==> config.mk <==
export PLATFORM = sky130hd
export DESIGN_NAME = controle_portao_fsm_flat
export DESIGN_NICKNAME = d
export VERILOG_FILES = /design/src/rtl/controle_portao_pkg.sv /design/src/rtl/controle_portao_fsm_if.sv /design/src/rtl/controle_portao_fsm_detector_borda.sv /design/src/rtl/controle_portao_fsm.sv /design/src/flat_wrapper.sv
export SDC_FILE = /design/constraint.sdc
export NUM_CORES = 1
export LEC_CHECK = 0
export BUFFER_PORTS_ARGS = -buffer_cell sky130_fd_sc_hd__buf_2
export CORE_ASPECT_RATIO = 1.5
export CORE_UTILIZATION = 50
export DETAILED_ROUTE_END_ITERATION = 12
export PLACE_DENSITY_LB_ADDON = 0.08
export SYNTH_ARGS = -nofsm -noshare
export SYNTH_HDL_FRONTEND = slang
export SYNTH_HIERARCHICAL = 1
export SYNTH_SLANG_ARGS = --single-unit
==> constraint.sdc <==
create_clock -name clk -period 1.9 [get_ports clk]
set_clock_uncertainty 0.15 [all_clocks]
set_input_delay 0.095 -clock clk [delete_from_list [all_inputs] [get_ports clk]]
set_output_delay 0.095 -clock clk [all_outputs]
set_load 0.01 [all_outputs]
==> src/rtl/controle_portao_pkg.sv <==
// Shared definitions for the gate-motor controller: state codes and a
// parameter sanity check evaluated at elaboration time.
package controle_portao_pkg;

  localparam int W_ESTADO = 3;

  typedef enum logic [W_ESTADO-1:0] {
    INICIO   = 3'd0,
    FECHADO  = 3'd1,
    ABRINDO  = 3'd2,
    ABERTO   = 3'd3,
    FECHANDO = 3'd4,
    PARADO   = 3'd5,
    ERRO     = 3'd6
  } estado_t;

  // True when both timers fit in the counter and meet their minimum values.
  function automatic bit parametros_validos(input int tempo_aberto,
                                            input int tempo_mov,
                                            input int w_cont);
    longint maximo_s;
    longint limite_s;
    maximo_s = (tempo_aberto > tempo_mov) ? longint'(tempo_aberto) : longint'(tempo_mov);
    if (w_cont >= 32'sd62) begin
      limite_s = 64'sh3FFF_FFFF_FFFF_FFFF;
    end else begin
      limite_s = (64'sd1 <<< w_cont) - 64'sd1;
    end
    return (tempo_aberto >= 32'sd1) && (tempo_mov >= 32'sd2) &&
           (w_cont >= 32'sd1) && ((maximo_s - 64'sd1) <= limite_s);
  endfunction

endpackage

==> src/rtl/controle_portao_fsm_if.sv <==
// Sensor/button inputs and motor-driver outputs of one gate controller.
interface controle_portao_fsm_if;
  import controle_portao_pkg::*;

  logic                fim_aberto;
  logic                fim_fechado;
  logic                sensor;
  logic                cmd;
  logic                abrir;
  logic                fechar;
  logic [W_ESTADO-1:0] estado;
  logic                erro;

  modport master (
    output fim_aberto, fim_fechado, sensor, cmd,
    input  abrir, fechar, estado, erro
  );

  modport slave (
    input  fim_aberto, fim_fechado, sensor, cmd,
    output abrir, fechar, estado, erro
  );
endinterface

==> src/rtl/controle_portao_fsm_detector_borda.sv <==
// Rising-edge detector for a level already synchronous to clk; a held level
// produces a single one-cycle pulse.
module detector_borda (
  input  logic clk,
  input  logic rst,
  input  logic entrada,
  output logic pulso
);

  logic entrada_q_r;

  // Delay the input one cycle so the edge can be seen.
  always_ff @(posedge clk) begin
    if (rst) begin
      entrada_q_r <= 1'b0;
    end else begin
      entrada_q_r <= entrada;
    end
  end

  assign pulso = entrada & ~entrada_q_r;

endmodule

==> src/rtl/controle_portao_fsm.sv <==
// Sequential gate-motor controller: auto-close, reversal on obstruction,
// stop/resume by button, movement watchdog and a sticky fault state.
module controle_portao_fsm
  import controle_portao_pkg::*;
#(
  parameter int TEMPO_ABERTO = 10,
  parameter int TEMPO_MOV    = 50,
  parameter int W_CONT       = 16
) (
  input logic                 clk,
  input logic                 rst,
  controle_portao_fsm_if.slave bus
);

  if (!parametros_validos(TEMPO_ABERTO, TEMPO_MOV, W_CONT)) begin : g_param_invalido
    $error("controle_portao_fsm: TEMPO_ABERTO/TEMPO_MOV out of range for W_CONT");
  end

  localparam logic [W_CONT-1:0] LIM_ABERTO = W_CONT'(TEMPO_ABERTO - 1);
  localparam logic [W_CONT-1:0] LIM_MOV    = W_CONT'(TEMPO_MOV - 1);
  localparam logic [W_CONT-1:0] CONT_MAX   = {W_CONT{1'b1}};
  localparam logic [W_CONT-1:0] CONT_ZERO  = {W_CONT{1'b0}};
  localparam logic [W_CONT-1:0] CONT_UM    = W_CONT'(1);

  estado_t           estado_r;
  estado_t           prox_s;
  logic [W_CONT-1:0] cont_r;
  logic              dir_r;
  logic              dir_prox_s;
  logic              rearme_s;
  logic              pulso_s;
  logic              abrir_s;
  logic              fechar_s;
  logic              erro_s;
  logic              abrir_r;
  logic              fechar_r;
  logic              erro_r;

  detector_borda u_detector_borda (
    .clk     (clk),
    .rst     (rst),
    .entrada (bus.cmd),
    .pulso   (pulso_s)
  );

  // Next-state selection and decode of the outputs for the next state.
  always_comb begin
    prox_s     = estado_r;
    rearme_s   = 1'b0;
    dir_prox_s = dir_r;
    abrir_s    = 1'b0;
    fechar_s   = 1'b0;
    erro_s     = 1'b0;

    if ((estado_r != ERRO) && bus.fim_aberto && bus.fim_fechado) begin
      prox_s = ERRO;
    end else begin
      case (estado_r)
        INICIO: begin
          if (bus.fim_fechado) begin
            prox_s = FECHADO;
          end else if (bus.fim_aberto) begin
            prox_s = ABERTO;
          end else begin
            prox_s = FECHANDO;
          end
        end
        FECHADO: begin
          if (pulso_s) begin
            prox_s = ABRINDO;
          end else begin
            prox_s = FECHADO;
          end
        end
        // Obstruction is deliberately ignored while opening.
        ABRINDO: begin
          if (bus.fim_aberto) begin
            prox_s = ABERTO;
          end else if (pulso_s) begin
            prox_s = PARADO;
          end else if (cont_r == LIM_MOV) begin
            prox_s = ERRO;
          end else begin
            prox_s = ABRINDO;
          end
        end
        // An obstacle re-arms the auto-close delay rather than blocking it.
        ABERTO: begin
          if (bus.sensor) begin
            prox_s   = ABERTO;
            rearme_s = 1'b1;
          end else if (pulso_s || (cont_r == LIM_ABERTO)) begin
            prox_s = FECHANDO;
          end else begin
            prox_s = ABERTO;
          end
        end
        FECHANDO: begin
          if (bus.fim_fechado) begin
            prox_s = FECHADO;
          end else if (bus.sensor) begin
            prox_s = ABRINDO;
          end else if (pulso_s) begin
            prox_s = PARADO;
          end else if (cont_r == LIM_MOV) begin
            prox_s = ERRO;
          end else begin
            prox_s = FECHANDO;
          end
        end
        // Resume in the opposite direction of the interrupted motion.
        PARADO: begin
          if (pulso_s) begin
            prox_s = dir_r ? FECHANDO : ABRINDO;
          end else begin
            prox_s = PARADO;
          end
        end
        ERRO: begin
          prox_s = ERRO;
        end
        default: begin
          prox_s = ERRO;
        end
      endcase
    end

    if (prox_s == ABRINDO) begin
      dir_prox_s = 1'b1;
    end else if (prox_s == FECHANDO) begin
      dir_prox_s = 1'b0;
    end else begin
      dir_prox_s = dir_r;
    end

    abrir_s  = (prox_s == ABRINDO);
    fechar_s = (prox_s == FECHANDO);
    erro_s   = (prox_s == ERRO);
  end

  // State, direction, timing counter and registered motor outputs.
  always_ff @(posedge clk) begin
    if (rst) begin
      estado_r <= INICIO;
      cont_r   <= CONT_ZERO;
      dir_r    <= 1'b0;
      abrir_r  <= 1'b0;
      fechar_r <= 1'b0;
      erro_r   <= 1'b0;
    end else begin
      estado_r <= prox_s;
      dir_r    <= dir_prox_s;
      abrir_r  <= abrir_s;
      fechar_r <= fechar_s;
      erro_r   <= erro_s;
      if ((prox_s != estado_r) || rearme_s) begin
        cont_r <= CONT_ZERO;
      end else if (cont_r != CONT_MAX) begin
        cont_r <= cont_r + CONT_UM;
      end else begin
        cont_r <= cont_r;
      end
    end
  end

  assign bus.abrir  = abrir_r;
  assign bus.fechar = fechar_r;
  assign bus.erro   = erro_r;
  assign bus.estado = estado_r;

endmodule
==> src/flat_wrapper.sv <==
// flat-port wrapper written by rule: the top's interface ports become plain ports
module controle_portao_fsm_flat import controle_portao_pkg::*;
#(
  parameter int TEMPO_ABERTO = 10,
  parameter int TEMPO_MOV    = 50,
  parameter int W_CONT       = 16
)
  (clk, rst, bus_fim_aberto, bus_fim_fechado, bus_sensor, bus_cmd, bus_abrir, bus_fechar, bus_estado, bus_erro);
  controle_portao_fsm_if bus_i ();
  input logic clk;
  input logic rst;
  input wire logic [$bits(bus_i.fim_aberto)-1:0] bus_fim_aberto;
  input wire logic [$bits(bus_i.fim_fechado)-1:0] bus_fim_fechado;
  input wire logic [$bits(bus_i.sensor)-1:0] bus_sensor;
  input wire logic [$bits(bus_i.cmd)-1:0] bus_cmd;
  output wire logic [$bits(bus_i.abrir)-1:0] bus_abrir;
  output wire logic [$bits(bus_i.fechar)-1:0] bus_fechar;
  output wire logic [$bits(bus_i.estado)-1:0] bus_estado;
  output wire logic [$bits(bus_i.erro)-1:0] bus_erro;
  assign bus_i.fim_aberto = bus_fim_aberto;
  assign bus_i.fim_fechado = bus_fim_fechado;
  assign bus_i.sensor = bus_sensor;
  assign bus_i.cmd = bus_cmd;
  assign bus_abrir = bus_i.abrir;
  assign bus_fechar = bus_i.fechar;
  assign bus_estado = bus_i.estado;
  assign bus_erro = bus_i.erro;
  controle_portao_fsm #(.TEMPO_ABERTO(TEMPO_ABERTO), .TEMPO_MOV(TEMPO_MOV), .W_CONT(W_CONT)) u_core (.clk(clk), .rst(rst), .bus(bus_i));
endmodule
==> results.toml, run 1 <==
[logic_synthesis]
yosys_warnings = 6
synthesis.nets = 186
syn_area_um2 = 1610
synth_cell_types = 53
synthCells = 178
yosysSeqAreaShare_pct = 29.9
synth_edf_count = 0
synthFlopType = "dfxtp_1"
synth-async-reset-ratio_pct = 0
syn_area_per_cell_um2 = 9.03
ys_seq_elements = 24

[placement]
hpwlAfterDp_mm = 3.33
place.gp.congestion = 0.826
portBuffers = 11
place_area_um2 = 2010
post-place-ws_ns = -0.360

[global_routing]
grt_pass1_wl_mm = 6.91
grt_overflow_total = 0
grt_max_degree = 17
antenna_found_initial = 0
grt_util_all_layers_pct = 28.0
grt_pass1_vias = 1640

[power_and_ir_drop]
leakagePower_nw = 0.974
power_mw = 1.68
p_int_mw = 1.10
p_clk_share_pct = 20.8
combPwrFrac_pct = 45.0
sw_frac_of_total_pct = 34.6
power_density_nw_per_um2 = 710
pwr-share-seq_pct = 34.1
p_switching_mw = 0.581
ir_worst_vdd_mv = 0.406

[worst_hold_path]
hp-class = "in2reg"
worstHoldPathCells = 4
hp-start = "bus_sensor"
hold_end = "u_core/bus.estado[1]$_SDFF_PP0_"

[timing]
fin_crit_sh_pct = 115
rsz0062_at_grt = "true"
setup_viol = 19
tightest_slew_ns = 0.404
min_period_ns = 2.19
max-slew-margin-rel_pct = 73.0
timing.final.max_slew_violations = 0
max_freq_ghz = 0.458
worst_slack_ns = -0.285
hold_violations = 0

[setup_path]
crit_required_ns = 1.94
cp-start-kind = "register"
crit_arrival_ns = 2.22
worst_setup_path_end_kind = "register"
reg2reg_from = "u_core/u_detector_borda/entrada_q_r$_SDFF_PP0_"
regToRegSetupSlack_ns = -0.29
r2r-end = "u_core/cont_r[10]$_SDFFE_PP0P_"
crit_type = "reg2reg"
cp_max_fo = 8
rr_worst_depth = 8

[clocking]
cts.sinks = 24
path_clk_slew_ns = 0.08
root_buffer = "clkbuf_8"
cts_tree = "built"
cts_buffer_depth = 2
clock_latency_ns = 0.27
h-tree-depth = 1
cts_inserted_buffers = 3

[die]
die-area_um2 = 3450
die_w_um = 48.3
num_rows = 24
initial_core_util_pct = 54.0
chipHeight_um = 71.4
core_area_um2 = 2970
io_pins = 12

[route]
dr.max_layer_used = "met4"
drt_wl_total_mm = 4.86
antenna_left = 0
route.met2.wl_mm = 2.66
wl_met1_mm = 1.85
met3_wirelength_um = 163
first_iter_violations = 43
vias = 1630
wl_per_cell_um = 17.7
post-route-drc-count = 0
vias_per_cell = 5.95
first_pass_iters = 6

[status]
status = "complete, but fails checks"
violations = "negative setup slack"

[layout]
design_area_um2 = 2360
layout_common_cells = "buf_4, dfxtp_1, nand2_1, buf_2"
layout-drive-gt1-share_pct = 50.2
layout_commonest_cell = "buf_4"
layout.nets = 244
fin_util_pct = 79.5
syn_to_final_growth_pct = 47.0
diodes = 0

[job]
max_cap_viol_count = 0
-- Yosys cell counts (all sizes together) (2+ instances only) --
| cell type | count | area (µm²) |
|---|---|---|
| a31oi | 3 | 18.8 |
| inv | 3 | 11.3 |
| nor3 | 17 | 135 |
| and3 | 3 | 18.8 |
| nand3 | 9 | 45.0 |
| and2 | 2 | 12.5 |
| dfxtp | 24 | 480 |
| a21oi | 4 | 20.0 |
| buf | 8 | 70.1 |
| nor4 | 4 | 37.5 |
| nand4 | 5 | 31.3 |
| and3b | 2 | 17.5 |
| a211oi | 5 | 42.5 |
| or2 | 2 | 12.5 |
| o31ai | 2 | 15.0 |
| nor4b | 5 | 50.0 |
| o211ai | 4 | 30.0 |
| nor2b | 5 | 46.3 |
| o21ai | 4 | 20.0 |
| nor3b | 2 | 15.0 |
| xor2 | 8 | 70.1 |
| mux2i | 2 | 20.0 |
| nand2 | 20 | 75.1 |
| xnor2 | 2 | 36.3 |
| and4 | 3 | 26.3 |
| nor2 | 11 | 43.8 |
| ha | 2 | 25.0 |
-- worst max-delay path: stages (launching register included) --
cell and delay (ns):
dfxtp_2 0.35, nor2b_4 0.06, and2b_2 0.23, a211oi_2 0.30, or2_2 0.17, a211oi_1 0.06
a211o_1 0.35, buf_12 0.18, nor4b_4 0.25
-- final cells by class --
| type | count | area, µm² |
|---|---|---|
| sequential | 24 | 493 |
| timing repair buffer | 61 | 529 |
| clock buffer | 4 | 55.1 |
| tap | 39 | 48.8 |
| fill | 181 | 611 |
| inverter | 3 | 11.3 |
| multi-input combinational | 143 | 1220 |
-- logic make-up after synthesis --
| kind of cell | Yosys count | share of synthesized area (%) |
|---|---|---|
| flops | 24 | 29.9 |
| simple gates | 96 | 38.2 |
| compound gates | 32 | 16.7 |
| mux | 3 | 1.95 |
| fa+ha+maj | 2 | 1.56 |
| buf+inv | 11 | 5.06 |
| xor+xnor | 10 | 6.62 |
-- metal layers --
layer / vias up / GRT usage (%)
met2: 57 / 54.4
met3: 18 / 2.52
met5: - / 0
met1: 770 / 26.6
li1: 785 / -
met4: 0 / 11.7
-- registers in the layout (all words and copies together), names as in the netlist --
register	cells
u_core/bus.abrir	1
u_core/cont_r	16
u_core/bus.estado	3
u_core/bus.erro	1
u_core/dir_r	1
u_core/bus.fechar	1
u_core/u_detector_borda/entrada_q_r	1
-- power by group through the flow --
stage / Combinational [mW] / Clock, mW / Sequential (mW)
after global placement: 0.521 / 0 / 0.574
final: 0.755 / 0.350 / 0.573
after CTS: 0.636 / 0.354 / 0.567
after floorplan: 0.346 / 0 / 0.570
after global routing: 0.794 / 0.379 / 0.578
after detailed placement: 0.533 / 0 / 0.576
-- stage by stage --
step	setup TNS, ns	cells	hold WS (ns)
after detailed placement	-4.37	262	0.190
after global placement	-2.90	262	0.177
final	-4.06	274	0.284
after global routing	-4.84	274	0.324
after CTS	-3.50	272	0.217
after floorplan	-1.28	178	0.00928
-- worst max-delay path by stage --
stage                                                    from                             end  slack (ns)  cells after the start
2_1_floorplan                   u_core/cont_r[1]$_SDFFE_PP0P_  u_core/cont_r[13]$_SDFFE_PP0P_       -0.11                      9
3_3_place_gp                  u_core/bus.estado[2]$_SDFF_PP0_   u_core/cont_r[2]$_SDFFE_PP0P_       -0.26                      7
3_5_place_dp                  u_core/bus.estado[2]$_SDFF_PP0_   u_core/cont_r[2]$_SDFFE_PP0P_       -0.36                      7
4_1_cts                         u_core/cont_r[1]$_SDFFE_PP0P_  u_core/cont_r[10]$_SDFFE_PP0P_       -0.27                      9
5_1_grt                         u_core/cont_r[1]$_SDFFE_PP0P_   u_core/cont_r[5]$_SDFFE_PP0P_       -0.32                      9
6_report       u_core/u_detector_borda/entrada_q_r$_SDFF_PP0_  u_core/cont_r[10]$_SDFFE_PP0P_       -0.29                      8
-- repair_timing --
action	CTS	global route
endpoints found under the hold margin	6	0
setup endpoints to repair	21	22
buffers inserted	2	2
hold buffers	3	0
cloned	1	1
pin swaps	5	11
resized for setup	20	30
No activity file was read; power rests on OpenSTA's default activity.
==> run 2, diff against run 1 <==
SYNTH_HIERARCHICAL = unset   (was 1)
==> run 2 against run 1 <==
Net effect: the flow still finishes with violations (negative setup slack); flip-flop and latch count did not move; utilization grew 5.6 points; final area decreased by 3.6%; non-clock buffer count is 8 higher; worst setup slack gained 0.021 ns; sequential share of layout area increased by 0.61 points; critical endpoint is now u_core.cont_r[6]$_SDFFE_PP0P_.
==> results.toml, run 2 <==
[timing]
tns_ns = -3.83
max_freq_ghz = 0.462
hold_violations = 0
tightest_slew_ns = 0.325
max-slew-margin-rel_pct = 78.1
setup_viol = 18
fin_crit_sh_pct = 114
timing.final.max_slew_violations = 0
worst_slack_ns = -0.265
min_period_ns = 2.16
rsz0062_at_grt = "true"

[die]
die_w_um = 45.5
core_area_um2 = 2680
chipHeight_um = 67.3
num_rows = 23
initial_core_util_pct = 53.1
die-area_um2 = 3060
io_pins = 12

[logic_synthesis]
synthFlopType = "dfxtp_1"
synth.most_common_cell = "dfxtp_1"
synth_edf_count = 0
syn_area_per_cell_um2 = 8.61
yosysSeqAreaShare_pct = 33.8
yosysTopAreaCell = "dfxtp_1"
synth-async-reset-ratio_pct = 0
synthesis.nets = 173
ys_seq_elements = 24
yosys_warnings = 0
synthCells = 165
syn_area_um2 = 1420
synth_common_cells = "dfxtp_1, nor2_1, nand2_1, nor2_2, nand3_1"
synth_area_leaders = "dfxtp_1, xor2_1, nor2_2, nor2_1, nand4_1"
yosysTopAreaCellShare_pct = 33.8
synth_cell_types = 44

[layout]
layout.nets = 242
layout_commonest_cell = "buf_4"
multi_input_area_um2 = 1100
regArea_um2 = 489
n_fill_cell = 155
layout-drive-gt1-share_pct = 52.8
layout_common_cells = "buf_4, dfxtp_1, buf_2, nand2_1, nor2_1"
diodes = 0
syn_to_final_growth_pct = 60.4
largest_register_ffs = 16
top_register = "u_core.cont_r"

[global_routing]
grt_pass1_wl_mm = 6.33
grt_util_all_layers_pct = 28.9
grt_max_degree = 16
grt_pass1_vias = 1380
antenna_found_initial = 0
grt_overflow_total = 0

[setup_path]
cp_cell_sequence = "buf_4 > ha_4 > nand4_1 > nor4_2 > nand2b_1 > buf_6 > and2_1 > xnor2_1 > nor2_4"
crit_arrival_ns = 2.18
r2r-end = "u_core.cont_r[6]$_SDFFE_PP0P_"
critical_path.max_stage_delay_ns = 0.37
cp_max_fo = 6
cp-start-kind = "register"
regToRegSetupSlack_ns = -0.26
worst_setup_path_end_kind = "register"
rr_worst_depth = 9
cpMaxStageDelayCell = "nor4_2"
crit_type = "reg2reg"
reg2reg_from = "u_core.cont_r[1]$_SDFFE_PP0P_"
crit_required_ns = 1.91

[placement]
place.gp.congestion = 0.868
hpwlAfterDp_mm = 2.88
portBuffers = 11

[worst_hold_path]
hold_end = "u_core.cont_r[1]$_SDFFE_PP0P_"
hp-start = "bus_sensor"
worstHoldPathCells = 5
hp-class = "in2reg"

[route]
post-route-drc-count = 0
first_iter_violations = 50
vias_per_cell = 5.75
vias = 1553
antenna_left = 0
first_pass_iters = 4
wl_per_cell_um = 17.4
drt_wl_total_mm = 4.70

[power_and_ir_drop]
ir_worst_vdd_mv = 0.692
power_mw = 1.41
leakagePower_nw = 0.865
power_density_nw_per_um2 = 620

[clocking]
root_buffer = "clkbuf_8"
clock_latency_ns = 0.28
cts_tree = "built"
h-tree-depth = 1
cts_buffer_depth = 2
path_clk_slew_ns = 0.08
cts.sinks = 24
cts_inserted_buffers = 3

[job]
max_cap_viol_count = 0

[status]
status = "complete, but fails checks"
violations = "negative setup slack"
-- run 2: cell count changes in the layout (fill, tap and decap cells not counted), sizes merged, moves of 3 or more --
cell / before / now
nor3: 17 / 3
nor2: 11 / 24
buf: 56 / 66
nand2: 20 / 10
nand4: 5 / 9
o211ai: 4 / 0
o21ai: 4 / 8
a211oi: 5 / 2
and4: 3 / 0
nor4b: 5 / 2
-- run 2: timing repair --
action / in CTS / in global routing
setup endpoints to repair: 20 / 20
hold buffers: 2 / 0
hold endpoints to repair: 5 / 0
pin swaps: 20 / 13
gates cloned: 1 / 0
resized for setup: 24 / 29
setup buffers: 5 / 9
-- run 2: cell type report --
class | instances | share of cell area (%)
Timing Repair Buffer | 69 | 24.3
Sequential cell | 24 | 21.5
Tap cell | 37 | 2.03
Clock buffer | 3 | 1.81
Multi-Input combinational cell | 131 | 48.2
Clock inverter | 1 | 1.32
Inverter | 5 | 0.824
-- run 2: cells by family after synthesis --
group                      after synthesis  share of synthesized area (%)
DFF                                     24                           33.8
xor gates and xnor gates                11                           6.78
buffers and inverters                   10                           3.52
adders and majority gates                2                           1.76
muxes                                    2                           1.41
and+or+nand+nor                         83                           36.6
AOI/OAI and AO/OA                       33                           16.1
-- run 2: critical path: cells and delay by family, from the launching register on --
kind                     cells  cell delay [ns]
buffers and inverters        2             0.31
AND/OR/NAND/NOR              5             0.86
flip-flops                   1             0.35
adder cells (fa/ha/maj)      1             0.13
XOR/XNOR                     1             0.26
-- run 2: layer usage --
metal | global-route usage (%) | up-vias | share of wire (%)
met5 | 0 | - | 0
met1 | 29.8 | 754 | 37
li1 | - | 738 | -
met3 | 1.87 | 11 | 2.6
met4 | 13.6 | 0 | 2.7
met2 | 55.7 | 50 | 58
-- run 2: worst max-delay path by stage --
stage | start | endpoint | slack (ns) | cells after the start
after floorplan | u_core.cont_r[1]$_SDFFE_PP0P_ | u_core.cont_r[0]$_SDFFE_PP0P_ | -0.09 | 9
after global routing | u_core.cont_r[1]$_SDFFE_PP0P_ | u_core.cont_r[6]$_SDFFE_PP0P_ | -0.32 | 9
after detailed placement | u_core.bus.estado[0]$_SDFF_PP0_ | u_core.cont_r[3]$_SDFFE_PP0P_ | -0.23 | 8
final | u_core.cont_r[1]$_SDFFE_PP0P_ | u_core.cont_r[6]$_SDFFE_PP0P_ | -0.26 | 9
after CTS | u_core.cont_r[1]$_SDFFE_PP0P_ | u_core.cont_r[15]$_SDFFE_PP0P_ | -0.18 | 10
after global placement | u_core.bus.estado[0]$_SDFF_PP0_ | u_core.cont_r[0]$_SDFFE_PP0P_ | -0.24 | 8
-- run 2: stage by stage --
step                      area (µm²)  hold WS (ns)  worst slack, ns  cells  utilization [%]
after floorplan                 1420        0.0166          -0.0873    165                -
after global placement          1820         0.200           -0.238    250             68.0
after detailed placement        1820         0.209           -0.232    250             68.0
after CTS                       2080         0.241           -0.176    262             77.8
after global routing            2280         0.257           -0.320    270             85.1
final                           2280         0.256           -0.265    270             85.1
-- run 2: power by group --
| part | internal, mW | switching [mW] | total [mW] |
|---|---|---|---|
| combinational | 0.201 | 0.197 | 0.398 |
| clock | 0.282 | 0.174 | 0.456 |
| sequential | 0.528 | 0.0304 | 0.559 |
==> run 3, diff against run 2 <==
CORE_UTILIZATION = 52   (was 50)
==> run 3 against run 2 <==
Net effect: the run still ends with negative setup slack left; utilization is 1.3 points lower; via count is 3.3% lower; global-route usage is 0.39 points lower; critical path depth is 2 higher; first-iteration DRC count stayed put; worst hold slack better by 0.022 ns; routed wire length is 12% lower; register-to-register slack worse by 0.03 ns; critical path type unchanged; highest routed layer unchanged.
==> results.toml, run 3 (synthesis results as in run 2) <==
[die]
chipHeight_um = 66.0
io_pins = 12
core_area_um2 = 2500
initial_core_util_pct = 56.7
num_rows = 22
die_w_um = 44.7
die-area_um2 = 2950

[timing]
hold_ws_ns = 0.279
max_freq_ghz = 0.456
setup_viol = 19
min_period_ns = 2.20
max-slew-margin-rel_pct = 65.6
fin_crit_sh_pct = 116
rsz0062_at_grt = "true"
hold_violations = 0
worst_slack_ns = -0.295
timing.final.max_slew_violations = 0
tightest_slew_ns = 0.517

[worst_hold_path]
hp-class = "in2reg"

[placement]
place.gp.congestion = 1.03
dpl.cell_count = 249
portBuffers = 11
hpwlAfterDp_mm = 2.78
post-place-ws_ns = -0.281

[global_routing]
antenna_found_initial = 0
grt_util_all_layers_pct = 28.5
grt_pass1_vias = 1481
grt_overflow_total = 0
grt_pass1_wl_mm = 6.18
grt_max_degree = 17

[layout]
layout_commonest_cell = "buf_4"
layout-drive-gt1-share_pct = 46.7
largest_register_ffs = 16
top_register = "u_core.cont_r"
syn_to_final_growth_pct = 47.8
layout_common_cells = "buf_4, dfxtp_1, nor2_2, nor2_1, buf_2"
stdcell_count = 263
layout.nets = 236
diodes = 0

[route]
vias_per_cell = 5.71
vias = 1502
first_iter_violations = 50
drt_wl_total_mm = 4.11
wl_per_cell_um = 15.6
post-route-drc-count = 0
first_pass_iters = 4
antenna_left = 0

[clocking]
h-tree-depth = 1
cts_buffer_depth = 2
clock_latency_ns = 0.32
cts_inserted_buffers = 3
path_clk_slew_ns = 0.14
cts_tree = "built"
root_buffer = "clkbuf_4"
cts.sinks = 24

[setup_path]
cp_max_fo = 11
cp-start-kind = "register"
worst_setup_path_end_kind = "register"
critical_path.max_stage_delay_ns = 0.36
cp_common_cell = "buf_12"
cp_cell_sequence = "inv_2 > ha_4 > nor4b_4 > buf_4 > a41oi_2 > o22ai_1 > a31oi_2 > o2111ai_2 > buf_12 > buf_12 > a21oi_1"
crit_required_ns = 2.02
crit_arrival_ns = 2.31
crit_buf_inv = 4
cpMaxStageDelayCell = "dfxtp_2"
path_delay_family = "compound AO/OA/AOI/OAI gates"
crit_type = "reg2reg"

[status]
status = "complete, but fails checks"
violations = "negative setup slack"

[power_and_ir_drop]
leakagePower_nw = 0.819
ir_worst_vdd_mv = 0.676
power_density_nw_per_um2 = 630

[job]
max_cap_viol_count = 0
[run 3: cell count changes in the layout (fill, tap and decap cells not counted), moves of 2 or more]
| cell | delta |
|---|---|
| clkbuf_4 | +3 |
| clkbuf_8 | -3 |
| buf_6 | -2 |
| buf_4 | -3 |
| a21oi_1 | +3 |
| a21oi_2 | -2 |
| nor2_4 | -5 |
| xor2_2 | -3 |
| nor2_2 | +4 |
| xor2_1 | +3 |
[run 3: power breakdown]
part | internal [mW] | switching [mW]
logic | 0.197 | 0.188
clock network | 0.213 | 0.164
registers | 0.529 | 0.0294
[run 3: path summary, 6_finish.rpt]
| kind | cells after the start | end | startpoint | slack, ns |
|---|---|---|---|---|
| min reg2reg | 2 | u_core.cont_r[1]$_SDFFE_PP0P_ | u_core.cont_r[0]$_SDFFE_PP0P_ | 0.43 |
| min | 5 | u_core.bus.estado[0]$_SDFF_PP0_ | bus_fim_fechado | 0.28 |
| max reg2reg | 11 | u_core.cont_r[9]$_SDFFE_PP0P_ | u_core.cont_r[1]$_SDFFE_PP0P_ | -0.30 |
| max | 11 | u_core.cont_r[9]$_SDFFE_PP0P_ | u_core.cont_r[1]$_SDFFE_PP0P_ | -0.30 |
[run 3: timing repair]
action,in CTS,in global routing
pin swaps,2,6
hold buffers,2,0
gates cloned,0,0
endpoints found under the setup margin,20,20
buffers inserted,4,5
endpoints found under the hold margin,7,0
gates resized for setup,17,14
[run 3: metrics by stage]
stage	setup TNS (ns)	utilization [%]	cell area, µm²	total power [mW]
3_3_place_gp	-1.39	72.6	1820	0.850
5_1_grt	-5.92	83.8	2100	1.37
6_report	-4.15	83.8	2100	1.32
3_5_place_dp	-2.53	72.6	1820	0.858
4_1_cts	-2.81	79.3	1990	1.25
2_1_floorplan	-0.854	-	1420	0.725
[run 3: per-layer routing]
layer	track usage (%)	vias up	share of wire, %
li1	-	728	-
met1	24.8	723	37
met2	55.7	37	57
met3	6.01	14	3.0
met4	16.7	0	3.3
met5	0	-	0
[run 3: final cells by class]
| type | count | area, µm² |
|---|---|---|
| multi-input cells | 131 | 1010 |
| flip-flops and latches | 24 | 488 |
| repair buffers | 63 | 483 |
| fillers | 140 | 407 |
| well taps | 36 | 45.0 |
| clock inverters | 1 | 30.0 |
| clock buffers | 3 | 22.5 |
| inverters | 5 | 18.8 |
[run 3: tightest hold or removal path, cell delays in order]
cell	delay [ns]
buf_2	0.14
a22oi_1	0.17
o21ai_2	0.14
buf_4	0.15
nor2_1	0.04
